==> src/rtl/noc_vc_input_buffer.sv <==
// Per-VC input buffer: circular flit FIFO with first-word-fall-through output,
// packet framing checks, complete-packet count and a sticky protocol-error flag.
`ifndef Noc_Data_Width
`define Noc_Data_Width 32
`endif

module noc_vc_input_buffer #(
   parameter int unsigned DATA_WIDTH    = `Noc_Data_Width,
   parameter int unsigned DEPTH         = 8,
   parameter int unsigned PKT_MAX_FLITS = 4
) (
   input  logic                    noc_clk,
   input  logic                    noc_rst,
   input  logic                    in_valid,
   output logic                    in_ready,
   input  logic [DATA_WIDTH-1:0]   in_flit,
   input  logic                    in_is_header,
   input  logic                    in_is_tail,
   output logic                    in_VCready,
   output logic                    out_valid,
   input  logic                    out_ready,
   output logic [DATA_WIDTH-1:0]   out_flit,
   output logic                    out_is_header,
   output logic                    out_is_tail,
   output logic [$clog2(DEPTH):0]  pkt_count,
   output logic                    err_proto
);
   localparam int unsigned PtrW = $clog2(DEPTH);
   localparam int unsigned CntW = PtrW + 1;
   localparam int unsigned EntW = DATA_WIDTH + 2;
   localparam logic [CntW-1:0] DepthCnt = CntW'(DEPTH);
   localparam logic [CntW-1:0] PktMax   = CntW'(PKT_MAX_FLITS);

   typedef enum logic {StIdle, StInPkt} state_e;

   state_e          state_q, state_d;
   logic [PtrW-1:0] wr_ptr_q, wr_ptr_d;
   logic [PtrW-1:0] rd_ptr_q, rd_ptr_d;
   logic [CntW-1:0] count_q, count_d;
   logic [CntW-1:0] pkt_cnt_q, pkt_cnt_d;
   logic            err_q, err_d;
   logic [EntW-1:0] mem_q [DEPTH];
   logic [EntW-1:0] head;
   logic            accept, write, pop, push_tail, pop_tail;

   always_comb begin
      in_ready  = count_q < DepthCnt;
      accept    = in_valid & in_ready;
      // Headerless flits in IDLE are consumed but never written.
      write     = accept & ((state_q == StInPkt) | in_is_header);
      out_valid = count_q != '0;
      pop       = out_valid & out_ready;
      head      = mem_q[rd_ptr_q];
      // Entry layout is {header, tail, flit}.
      push_tail = write & in_is_tail;
      pop_tail  = pop & head[DATA_WIDTH];

      out_flit      = out_valid ? head[DATA_WIDTH-1:0] : '0;
      out_is_header = out_valid & head[EntW-1];
      out_is_tail   = out_valid & head[DATA_WIDTH];
      in_VCready    = (state_q == StIdle) && ((DepthCnt - count_q) >= PktMax);
      pkt_count     = pkt_cnt_q;
      err_proto     = err_q;

      wr_ptr_d = wr_ptr_q + PtrW'(write);
      rd_ptr_d = rd_ptr_q + PtrW'(pop);

      count_d = count_q;
      unique case ({write, pop})
         2'b10:   count_d = count_q + 1'b1;
         2'b01:   count_d = count_q - 1'b1;
         default: count_d = count_q;
      endcase

      pkt_cnt_d = pkt_cnt_q;
      unique case ({push_tail, pop_tail})
         2'b10:   pkt_cnt_d = pkt_cnt_q + 1'b1;
         2'b01:   pkt_cnt_d = pkt_cnt_q - 1'b1;
         default: pkt_cnt_d = pkt_cnt_q;
      endcase

      err_d = err_q
            | (accept & (state_q == StIdle) & ~in_is_header)
            | (write & (state_q == StInPkt) & in_is_header);

      // Any stored flit sets the state from its own tail bit.
      state_d = state_q;
      if (write) begin
         state_d = in_is_tail ? StIdle : StInPkt;
      end
   end

   always_ff @(posedge noc_clk) begin
      if (noc_rst) begin
         state_q   <= StIdle;
         wr_ptr_q  <= '0;
         rd_ptr_q  <= '0;
         count_q   <= '0;
         pkt_cnt_q <= '0;
         err_q     <= 1'b0;
      end else begin
         state_q   <= state_d;
         wr_ptr_q  <= wr_ptr_d;
         rd_ptr_q  <= rd_ptr_d;
         count_q   <= count_d;
         pkt_cnt_q <= pkt_cnt_d;
         err_q     <= err_d;
      end
   end

   always_ff @(posedge noc_clk) begin
      if (write) begin
         mem_q[wr_ptr_q] <= {in_is_header, in_is_tail, in_flit};
      end
   end

endmodule

==> config.mk <==
export PLATFORM = sky130hd
export DESIGN_NAME = noc_vc_input_buffer
export DESIGN_NICKNAME = d
export VERILOG_FILES = /design/src/rtl/noc_vc_input_buffer.sv
export SDC_FILE = /design/constraint.sdc
export NUM_CORES = 1
export LEC_CHECK = 0
export CAP_MARGIN = 10
export CORE_MARGIN = 5
export CORE_UTILIZATION = 53
export DETAILED_ROUTE_END_ITERATION = 6
export PLACE_DENSITY = 0.76
export SYNTH_ARGS = -nofsm -noshare
export SYNTH_HDL_FRONTEND = slang
export SYNTH_SLANG_ARGS = --single-unit
==> constraint.sdc <==
create_clock -name noc_clk -period 4.29 [get_ports noc_clk]
set_clock_uncertainty 0.05 [all_clocks]
set_input_delay 0.429 -clock noc_clk [delete_from_list [all_inputs] [get_ports noc_clk]]
set_output_delay 0.429 -clock noc_clk [all_outputs]
set_load 0.02 [all_outputs]
Word level (Yosys, flattened, before mapping)
Memories as Yosys holds them, arrays and structs flattened. A register that Yosys moved wholly into a read port is not among the register bits. Index checks and enable logic that the tools add are counted.

Add/subtract/negate cells: 7. Muxes and demuxes: 7. Magnitude comparators: 2. Eq/ne operators: 4. Reductions and logical operators: 4. Bitwise gates (word level): 16.

Operators by type and width (number): 32-bit two-way mux (1); 4-bit one-hot mux with 2 select lines (2); 1-bit AND (11); 4-bit by 1-bit adder with 4-bit output, second input constant (2); 4-bit by 1-bit subtractor with 4-bit output, second input constant (2); 3-bit by 1-bit adder with 3-bit output (2); 2-bit by 1-bit == test with 1-bit output, second input constant (2); 2-bit == test, second input constant (2); 4-bit by 3-bit greater-or-equal comparator with 1-bit output, second input constant (1); 4-bit < comparator, second input constant (1); 2-bit nonzero test (2); 4-bit nonzero test (1); 4-bit subtractor, first input constant (1); 1-bit two-way mux (3); 3-bit two-way mux (1); 1-bit OR (3); 1-bit inverter (2); 1-bit logical AND (1).

Memories: 1. Output and inout bits: 42. RAM bits: 272. Bits of input ports: 38. Word-level logic and storage cells: 47. Register bits: 16.

Memories: mem_q (words 8, width 34, read ports 1, clocked after memory_dff 1, wr ports 1, RTL line 42) `logic [EntW-1:0] mem_q [DEPTH];`.

Longest topological paths before layout
Gate-level depths: netlist (run 1).

Depth after elaboration: 6. Gate-level depth with buffers: 12. Mapped depth without buffers: 11.

Worst setup path before layout (run 1)
No wires, ideal clock.

Kind: in2reg. Start point: in in_valid. End point: mem mem_q[0][0] (netlist name), enable pin. Setup slack: -0.306 ns. Arrival time: 4.036 ns. Path buffers: 0. Setup time: 0.510 ns. Data required time: 3.730 ns. Cell stages on the path: 3. Path through: nor2b_1 > o21ai_1 > nor4_1.

Word-level cells in the longest chain between the ends: 4.

Ends and longest elaborated chain: start, declared (RTL line 14) `input logic in_valid,`; 1-bit AND (RTL line 48) `accept = in_valid & in_ready;`; 1-bit AND (RTL line 50) `write = accept & ((state_q == StInPkt) | in_is_header);`; 1-bit two-way mux (RTL line 112) `if (write) begin`; 1-bit two-way mux (implied by the code) (RTL line 113) `mem_q[wr_ptr_q] <= {in_is_header, in_is_tail, in_flit};`; end, declared (RTL line 42).

Every way passes these cells.

==> results of run 1 <==
==> layer usage <==
metal	up-vias	part of all wire, %
met3	35	6.7
met5	-	0
met2	195	51
met4	0	1.9
li1	2398	-
met1	2857	41
==> area by class of cell <==
| cell class | instances | area, µm² | area share [%] |
|---|---|---|---|
| well taps | 275 | 344 | 2.57 |
| flip-flops and latches | 288 | 8500 | 63.3 |
| clock inverters | 10 | 126 | 0.942 |
| clock buffers | 42 | 815 | 6.07 |
| inverters | 3 | 11.3 | 0.0840 |
| repair buffers | 97 | 951 | 7.09 |
| multi-input cells | 220 | 2670 | 19.9 |
==> registers in the layout, summed over array words and instances (netlist names) <==
name,count
count_q,4
err_proto,1
mem_q,272
pkt_count,4
rd_ptr_q,3
state_q,1
wr_ptr_q,3
==> stage by stage <==
stage	std cells	hold slack (ps)	total power, mW	worst slack, ps
2_1_floorplan	538	464	4.48	449
3_3_place_gp	883	415	5.21	1040
3_5_place_dp	883	430	5.25	862
4_1_cts	935	446	7.70	592
5_1_grt	935	499	7.95	440
6_report	935	448	7.61	696
==> worst max-delay path: cells and delay by family (launching register included) <==
kind                   cells  cell delay [ps]
buffers and inverters      2             1140
muxes                      2              790
and+or+nand+nor            1               70
DFF                        1              580
==> power breakdown <==
group | leakage [nW] | internal, mW | total, mW | switching [mW]
Sequential | 2.59 | 3.19 | 3.31 | 0.113
Combinational | 1.17 | 0.865 | 1.86 | 0.995
Clock | 0.454 | 1.49 | 2.45 | 0.961
Total | 4.21 | 5.55 | 7.61 | 2.07
==> cells in the final DEF (no fill, tap or decap), drive strengths merged, types with 3 or more instances in the layout <==
cell type        n
clkbuf          42
nand2            4
edfxtp         272
inv              3
nor2            49
clkdlybuf4s50   79
ha              10
nor3             5
dfxtp           16
mux2i           36
clkinv           6
xnor2            3
a21oi            6
bufinv           3
o21ai            5
xor2             6
mux4            68
buf             18
or3              3
nor2b           11
==> kinds of logic (layout without fill, tap and decap cells) <==
kind of cell | count (synthesis) | after routing | synth area share (%)
compound gates | 17 | 17 | 0.874
xor+xnor | 9 | 9 | 0.697
fa+ha+maj | 10 | 10 | 1.11
buf+inv | 30 | 152 | 1.90
flops | 288 | 288 | 75.0
mux | 106 | 106 | 17.2
simple gates | 78 | 78 | 3.22
==> worst min-delay path by stage <==
stage / slack, ps / to / from
6_report: 450 / err_proto / err_proto
3_5_place_dp: 430 / err_proto / err_proto
3_3_place_gp: 420 / err_proto / err_proto
2_1_floorplan: 460 / state_q / state_q
5_1_grt: 500 / err_proto / err_proto
4_1_cts: 450 / err_proto / err_proto
==> results by group, run 1 <==
Cells and area
  • Proportion of layout cells with a drive suffix above 1: 19.8%
  • Fillers: 1384
  • Design area: 0.0134 mm²
  • Antenna Cells: 0
  • Core Util, Final: 63.8%
  • Layout area overhead: 18.5%
  • Fin nets: 687

Setup path
  • CP Cell Sequence: buf_4 -> mux4_1 -> mux2i_1 -> nor2_1 -> clkdlybuf4s50_1
  • Worst Setup Path Type: reg -> out
  • R2R setup slack: 1160 ps
  • Max incr delay on CP: 640 ps
  • R2R depth: 7
  • CP max-delay cell: mux4_1
  • CP endpoint: out_flit[2]
  • CP max FO: 31
  • Critical Path AT: 3120 ps
  • Critical Path RT: 3810 ps
  • Critical Path Source: rd_ptr_q[0]
  • Worst Setup End Kind: primary output
  • Worst r2r src: rd_ptr_q[0]
  • Crit path launch type: flop
  • Worst R2R End: pkt_count[3]

Yosys
  • Sequential share of the synthesized area: 75.0%
  • Post-synth top cells: 272 x edfxtp_1, 60 x mux4_2, 49 x nor2_1
  • Seq cells post-synth: 288
  • Synthesized net count: 586
  • Area of the mapped netlist: 0.0113 mm²
  • Cell taking the most area after synthesis: edfxtp_1
  • Count of cell types in the netlist: 34
  • Post-synthesis cell count: 538
  • Post-synth EDFFs: 272
  • Post-synth top flop: edfxtp_1
  • Count leader, synth: edfxtp_1
  • Post-synth top area share: 72.2%
  • Ys async rst share: 0%
  • Synth area leaders: edfxtp_1 72%, mux4_2 12%, mux2i_1 3.2%
  • Mean post-synth cell area: 21.0 µm²
  • Syn. warnings: 0

CTS
  • Clk_lat worst skew: 530 ps
  • Post-cts resize count: 0
  • Clock root buffer: clkbuf_16
  • Clock buffer depth: 3
  • Setup repair bufs after CTS: 0
  • Clock sinks: 288
  • Htree depth: 1
  • Hold-fix buffers, CTS: 0
  • CTS Buf Count: 29
  • Reg clk slew, reported paths: 60 ps
  • CTS tree: yes

Global routing
  • Met2 Use GR: 30.3%
  • Grt peak-use layer: met2
  • GR Layer Usage met3: 3.27%
  • GRT Util Overall: 18.2%
  • Number of global-route vias before repair: 5807
  • Initial antenna violation count: 0
  • First-pass GRT wire length: 33800 µm
  • Pin count of the biggest net entering global routing: 37
  • Grt met1 use: 25.4%
  • Total grt overflow: 0

Floorplanning
  • Initial core utilization: 53.8%
  • Die ar.: 0.0244 mm²
  • Core Box Area: 0.0210 mm²
  • Standard-cell rows: 53
  • IO Count: 80
  • Height of the chip: 156 µm
  • Die Wd: 156 µm

STA
  • Period utilisation layout: 83.8%
  • RSZ-0062 raised after global routing: false
  • Final min period: 3590 ps
  • Relative slew margins: 46.4%
  • Setup tns final: 0 ps
  • Final setup violation count: 0
  • Fmax: 278 MHz
  • Fin. Hold Viols: 0
  • Fin. max-slew vios: 0
  • Worst slew pin tran: 799 ps

Hold path
  • Worst hold path stage count: 2
  • Worst hold path class: reg -> reg

Routing
  • DR iter-0 viols: 356
  • # DRC: 0
  • Antenna-violating nets left: 0
  • Avg WL per Cell: 23.2 µm
  • WL final: 21700 µm
  • Number of iterations in the first detailed-routing pass: 5
  • Routed via count: 5485
  • Via density: 5.87

Placement
  • Hpwl dp: 12400 µm
  • IO Port Bufs: 79
  • GPL Wtd Cong: 0.744
  • DP Area: 0.0125 mm²

Power
  • Worst ir drop on vdd: 410 µV
  • Pwr dens: 568 mW/mm²
  • Lkg Pwr: 4.21 nW

Status
  • Outcome: finished, final reports clean

Flow run
  • Max-Cap Viols: 0
Note: power is estimated with default switching activity, not from simulation.
==> inputs of run 2 (changes only) <==
clock period = 3.1 ns   (was 4.29 ns; I/O delays follow)
==> results by group, run 2 (synthesized netlist as in run 1, its figures left out) <==
Status
  • Outcome: finished, final reports clean

STA
  • Final setup violation count: 0
  • Final min period: 3000 ps
  • Fmax: 334 MHz
  • RSZ-0062 raised after global routing: false
  • Fin. Hold Viols: 0
  • Fin. max-slew vios: 0
  • Worst slew pin tran: 727 ps
  • Period utilisation layout: 96.7%
  • Relative slew margins: 51.5%

CTS
  • CTS tree: yes
  • Clk_lat worst skew: 530 ps
  • CTS Buf Count: 29
  • Clock root buffer: clkbuf_16
  • Clock buffer depth: 3
  • Reg clk slew, reported paths: 60 ps
  • Hold-fix buffers, CTS: 0
  • Clock sinks: 288
  • Htree depth: 1
  • Setup repair bufs after CTS: 0

Placement
  • GPL Wtd Cong: 0.720
  • IO Port Bufs: 79
  • Dpl cells: 889
  • DP Area: 0.0126 mm²
  • Hpwl dp: 12800 µm

Routing
  • Avg WL per Cell: 23.6 µm
  • Length of routed met3 wiring: 1430 µm
  • DRT met1 WL: 8730 µm
  • DR iter-0 viols: 329
  • Met2 WL post-DR: 11600 µm
  • Via density: 5.83
  • Routed via count: 5500
  • Antenna-violating nets left: 0
  • WL final: 22200 µm
  • Top Metal Used: met5
  • # DRC: 0
  • Number of iterations in the first detailed-routing pass: 5

Power
  • Flop pwr share: 42.6%
  • Switch Pwr: 2.93 mW
  • Internal power component: 7.72 mW
  • Total power: 10.6 mW
  • Clock power share: 32.2%
  • Pwr dens: 785 mW/mm²
  • Sw Ratio: 27.5%
  • Combinational Power Share: 25.2%
  • Lkg Pwr: 4.34 nW
  • Worst ir drop on vdd: 788 µV

Cells and area
  • Antenna Cells: 0
  • Core Util, Final: 64.6%
  • Proportion of layout cells with a drive suffix above 1: 20.8%
  • Max reg flops: 272
  • Layout area overhead: 19.9%
  • Fin nets: 694
  • Most common cell after layout, fill and taps aside: edfxtp_1
  • Fillers: 1363
  • Design area: 0.0136 mm²
  • Top reg by flops: mem_q
  • Final cell count without fillers: 943
  • Most frequent cells in the layout: 272 x edfxtp_1, 75 x clkdlybuf4s50_1, 60 x mux4_2

Floorplanning
  • Height of the chip: 156 µm
  • Standard-cell rows: 53
  • IO Count: 80
  • Initial core utilization: 53.8%
  • Die ar.: 0.0244 mm²
  • Core Box Area: 0.0210 mm²
  • Die Wd: 156 µm

Global routing
  • First-pass GRT wire length: 34500 µm
  • GRT Util Overall: 18.7%
  • Initial antenna violation count: 2
  • Number of global-route vias before repair: 5964
  • Pin count of the biggest net entering global routing: 41
  • Total grt overflow: 0

Setup path
  • Critical Path RT: 2740 ps
  • Max incr delay on CP: 550 ps
  • Top delay family on crit path: buffers and inverters
  • CP max FO: 23
  • Worst Setup Path Type: reg -> out
  • CP max-delay cell: clkdlybuf4s50_1
  • Crit path launch type: flop
  • Crit path buffers/inverters: 2
  • Worst path depth: 5
  • CP Cell Sequence: bufbuf_16 -> mux4_2 -> mux2i_1 -> nor2_1 -> clkdlybuf4s50_1
  • Worst r2r src: rd_ptr_q[0]
  • Critical Path AT: 2640 ps
  • R2R setup slack: 140 ps
  • R2R depth: 10
  • Worst R2R End: pkt_count[2]
  • Worst Setup End Kind: primary output

Hold path
  • Hold EP: err_proto
  • Hold Crit Start: err_proto
  • Worst hold path stage count: 2
  • Worst hold path class: reg -> reg

Flow run
  • Max-Cap Viols: 0
==> run 2: how the worst max path moves through the flow <==
stage | slack [ps] | to | start
global route | 1 | out_flit[31] | rd_ptr_q[0]
global placement | 360 | pkt_count[3] | rd_ptr_q[0]
finish | 100 | out_flit[17] | rd_ptr_q[0]
detailed placement | 270 | pkt_count[2] | rd_ptr_q[0]
CTS | 30 | out_flit[31] | rd_ptr_q[0]
floorplan | -530 | mem_q[2][0] | count_q[3]
==> run 2: per-layer routing <==
layer  global-route usage [%]  vias up
li1                         -     2417
met1                     24.6     2870
met2                     32.8      170
met3                     3.63       39
met4                     4.42        4
met5                        0        -
==> run 2: per-stage QoR <==
stage / TNS [ps] / hold slack, ps / setup slack, ps
after CTS: 0 / 432 / 34.2
final: 0 / 438 / 103
after floorplan: -54010 / 356 / -530
after global placement: 0 / 409 / 364
after detailed placement: 0 / 413 / 273
after global routing: 0 / 456 / 1.47
==> run 2: power by group through the flow <==
| stage | combinational, mW | clock, mW | sequential, mW |
|---|---|---|---|
| after floorplan | 1.63 | 0 | 4.58 |
| after global placement | 2.64 | 0 | 4.59 |
| after detailed placement | 2.67 | 0 | 4.61 |
| after CTS | 2.73 | 3.48 | 4.53 |
| after global routing | 2.88 | 3.65 | 4.55 |
| final | 2.69 | 3.43 | 4.53 |
==> run 2: area by class of cell <==
class / instances / area, µm² / area share [%]
multi-input cells: 220 / 2680 / 19.7
flip-flops and latches: 288 / 8500 / 62.6
well taps: 275 / 344 / 2.54
clock inverters: 16 / 189 / 1.39
clock buffers: 37 / 756 / 5.57
repair buffers: 104 / 1100 / 8.10
inverters: 3 / 11.3 / 0.0830
==> run 2: timing repair <==
action / in CTS / in global routing
hold endpoints to repair: 0 / 0
gates resized for setup: 4 / 5
cloned: 1 / 0
setup endpoints to repair: 7 / 5
==> run 2: tightest hold or removal path, stage by stage (launching register included) <==
cell and delay, ps:
dfxtp_1 330, a21oi_1 40, nor2_1 80
==> inputs of run 3 (changes only) <==
CAP_MARGIN = default   (was 10)
CORE_UTILIZATION = 63   (was 53)
CTS_CLUSTER_DIAMETER = 150   (was default)
PLACE_DENSITY = 0.85   (was 0.76)
clock period = 3.6 ns   (was 3.1 ns; I/O delays follow)
==> results by group, run 3 (synthesized netlist as in run 1, its figures left out) <==
Cells and area
  • Layout area overhead: 18.1%
  • Max reg flops: 272
  • Most frequent cells in the layout: 272 x edfxtp_1, 79 x clkdlybuf4s50_1, 60 x mux4_2
  • Proportion of layout cells with a drive suffix above 1: 20.7%
  • Fin nets: 689
  • Antenna Cells: 0
  • Top reg by flops: mem_q
  • Most common cell after layout, fill and taps aside: edfxtp_1
  • Final cell count without fillers: 892
  • Core Util, Final: 74.9%

CTS
  • Post-cts resize count: 0
  • Reg clk slew, reported paths: 60 ps
  • CTS tree: yes
  • Setup repair bufs after CTS: 0
  • Clk_lat worst skew: 530 ps
  • Clock sinks: 288
  • Htree depth: 1
  • Clock buffer depth: 3
  • CTS Buf Count: 29
  • Clock root buffer: clkbuf_16
  • Hold-fix buffers, CTS: 0

Global routing
  • GRT Util Overall: 22.6%
  • Initial antenna violation count: 0
  • Number of global-route vias before repair: 5913
  • Total grt overflow: 0
  • First-pass GRT wire length: 34600 µm
  • Pin count of the biggest net entering global routing: 42

Routing
  • DR iter-0 viols: 432
  • Number of iterations in the first detailed-routing pass: 4
  • Routed via count: 5540
  • Via density: 6.21
  • WL final: 23000 µm
  • Avg WL per Cell: 25.8 µm
  • # DRC: 0
  • Antenna-violating nets left: 0

STA
  • Period utilisation layout: 96.4%
  • Final min period: 3470 ps
  • Fmax: 288 MHz
  • Setup WS post-layout: 131 ps
  • Fin. Hold Viols: 0
  • Final setup violation count: 0
  • Fin. max-slew vios: 0
  • Worst slew pin tran: 854 ps
  • Relative slew margins: 42.9%
  • RSZ-0062 raised after global routing: false

Status
  • Outcome: finished, final reports clean

Setup path
  • R2R depth: 10
  • Critical Path AT: 3060 ps
  • R2R setup slack: 600 ps
  • Crit path launch type: flop
  • Worst R2R End: pkt_count[2]
  • CP max-delay cell: clkdlybuf4s50_1
  • Worst Setup End Kind: primary output
  • CP Cell Sequence: buf_4 -> mux4_2 -> mux2i_1 -> nor2_1 -> clkdlybuf4s50_1
  • Worst Setup Path Type: reg -> out
  • Worst r2r src: rd_ptr_q[1]
  • Critical Path RT: 3190 ps
  • CP max FO: 41
  • Max incr delay on CP: 640 ps

Placement
  • Pre-CTS WS: 576 ps
  • Dpl cells: 839
  • IO Port Bufs: 79
  • GPL Wtd Cong: 0.734
  • Hpwl dp: 12400 µm

Floorplanning
  • Core Box Area: 0.0178 mm²
  • Die Wd: 144 µm
  • IO Count: 80
  • Standard-cell rows: 49
  • Die ar.: 0.0207 mm²
  • Initial core utilization: 63.4%
  • Height of the chip: 144 µm

Hold path
  • Worst hold path class: reg -> reg
  • Hold Crit Start: err_proto
  • Worst hold path stage count: 2
  • Hold EP: err_proto

Power
  • Worst ir drop on vdd: 626 µV
  • Lkg Pwr: 4.22 nW
  • Pwr dens: 687 mW/mm²

Flow run
  • Max-Cap Viols: 0
-- run 3: changes by cell type in the layout (fill, tap and decap cells not counted), sizes merged --
| cell | before | now |
|---|---|---|
| buf | 24 | 20 |
| bufbuf | 1 | 0 |
| clkbuf | 37 | 34 |
| clkdlybuf4s50 | 75 | 79 |
| clkinv | 10 | 12 |
| clkinvlp | 0 | 2 |
| dlymetal6s2s | 4 | 0 |
| inv | 5 | 4 |
-- run 3: final cells by class --
cell class,instances,area (µm²)
inverters,3,11.3
multi-input cells,220,2680
repair buffers,99,941
well taps,229,287
clock inverters,19,205
fillers,934,4480
clock buffers,34,744
flip-flops and latches,288,8500
-- run 3: worst max-delay path by stage --
| stage | start | to | slack, ps | depth (start not counted) |
|---|---|---|---|---|
| 2_1_floorplan | in_valid | mem_q[2][0] | -30 | 3 |
| 3_3_place_gp | in_is_header | mem_q[3][29] | 670 | 6 |
| 3_5_place_dp | in_is_header | mem_q[3][29] | 580 | 6 |
| 4_1_cts | rd_ptr_q[1] | out_flit[19] | 90 | 5 |
| 5_1_grt | rd_ptr_q[1] | out_flit[30] | 10 | 5 |
| 6_report | rd_ptr_q[1] | out_flit[19] | 130 | 5 |
-- run 3: per-layer routing --
layer	routed length [µm]	track usage [%]	up-vias
met3	1640	3.41	41
li1	-	-	2404
met2	12100	39.1	250
met1	8780	30.8	2845
met5	0	0	-
met4	573	6.10	0
-- run 3: power breakdown --
| group | total, mW | switching [mW] | internal [mW] | leakage, nW |
|---|---|---|---|---|
| sequential | 3.92 | 0.113 | 3.80 | 2.59 |
| combinational | 2.27 | 1.23 | 1.04 | 1.17 |
| clock | 2.99 | 1.22 | 1.77 | 0.460 |
-- run 3: through the flow --
stage	hold slack [ps]	setup TNS, ps	instance area, µm²	power (mW)
floorplan	406	-3340	11300	5.34
global placement	415	0	12400	6.17
detailed placement	454	0	12400	6.25
CTS	482	0	13400	9.25
global route	504	0	13400	9.55
finish	464	0	13400	9.17
-- run 3: critical path: cells and delay by family, from the launching register on --
| family | cells | cell delay, ps |
|---|---|---|
| buffers and inverters | 2 | 1220 |
| muxes | 2 | 430 |
| and+or+nand+nor | 1 | 200 |
| DFF | 1 | 610 |
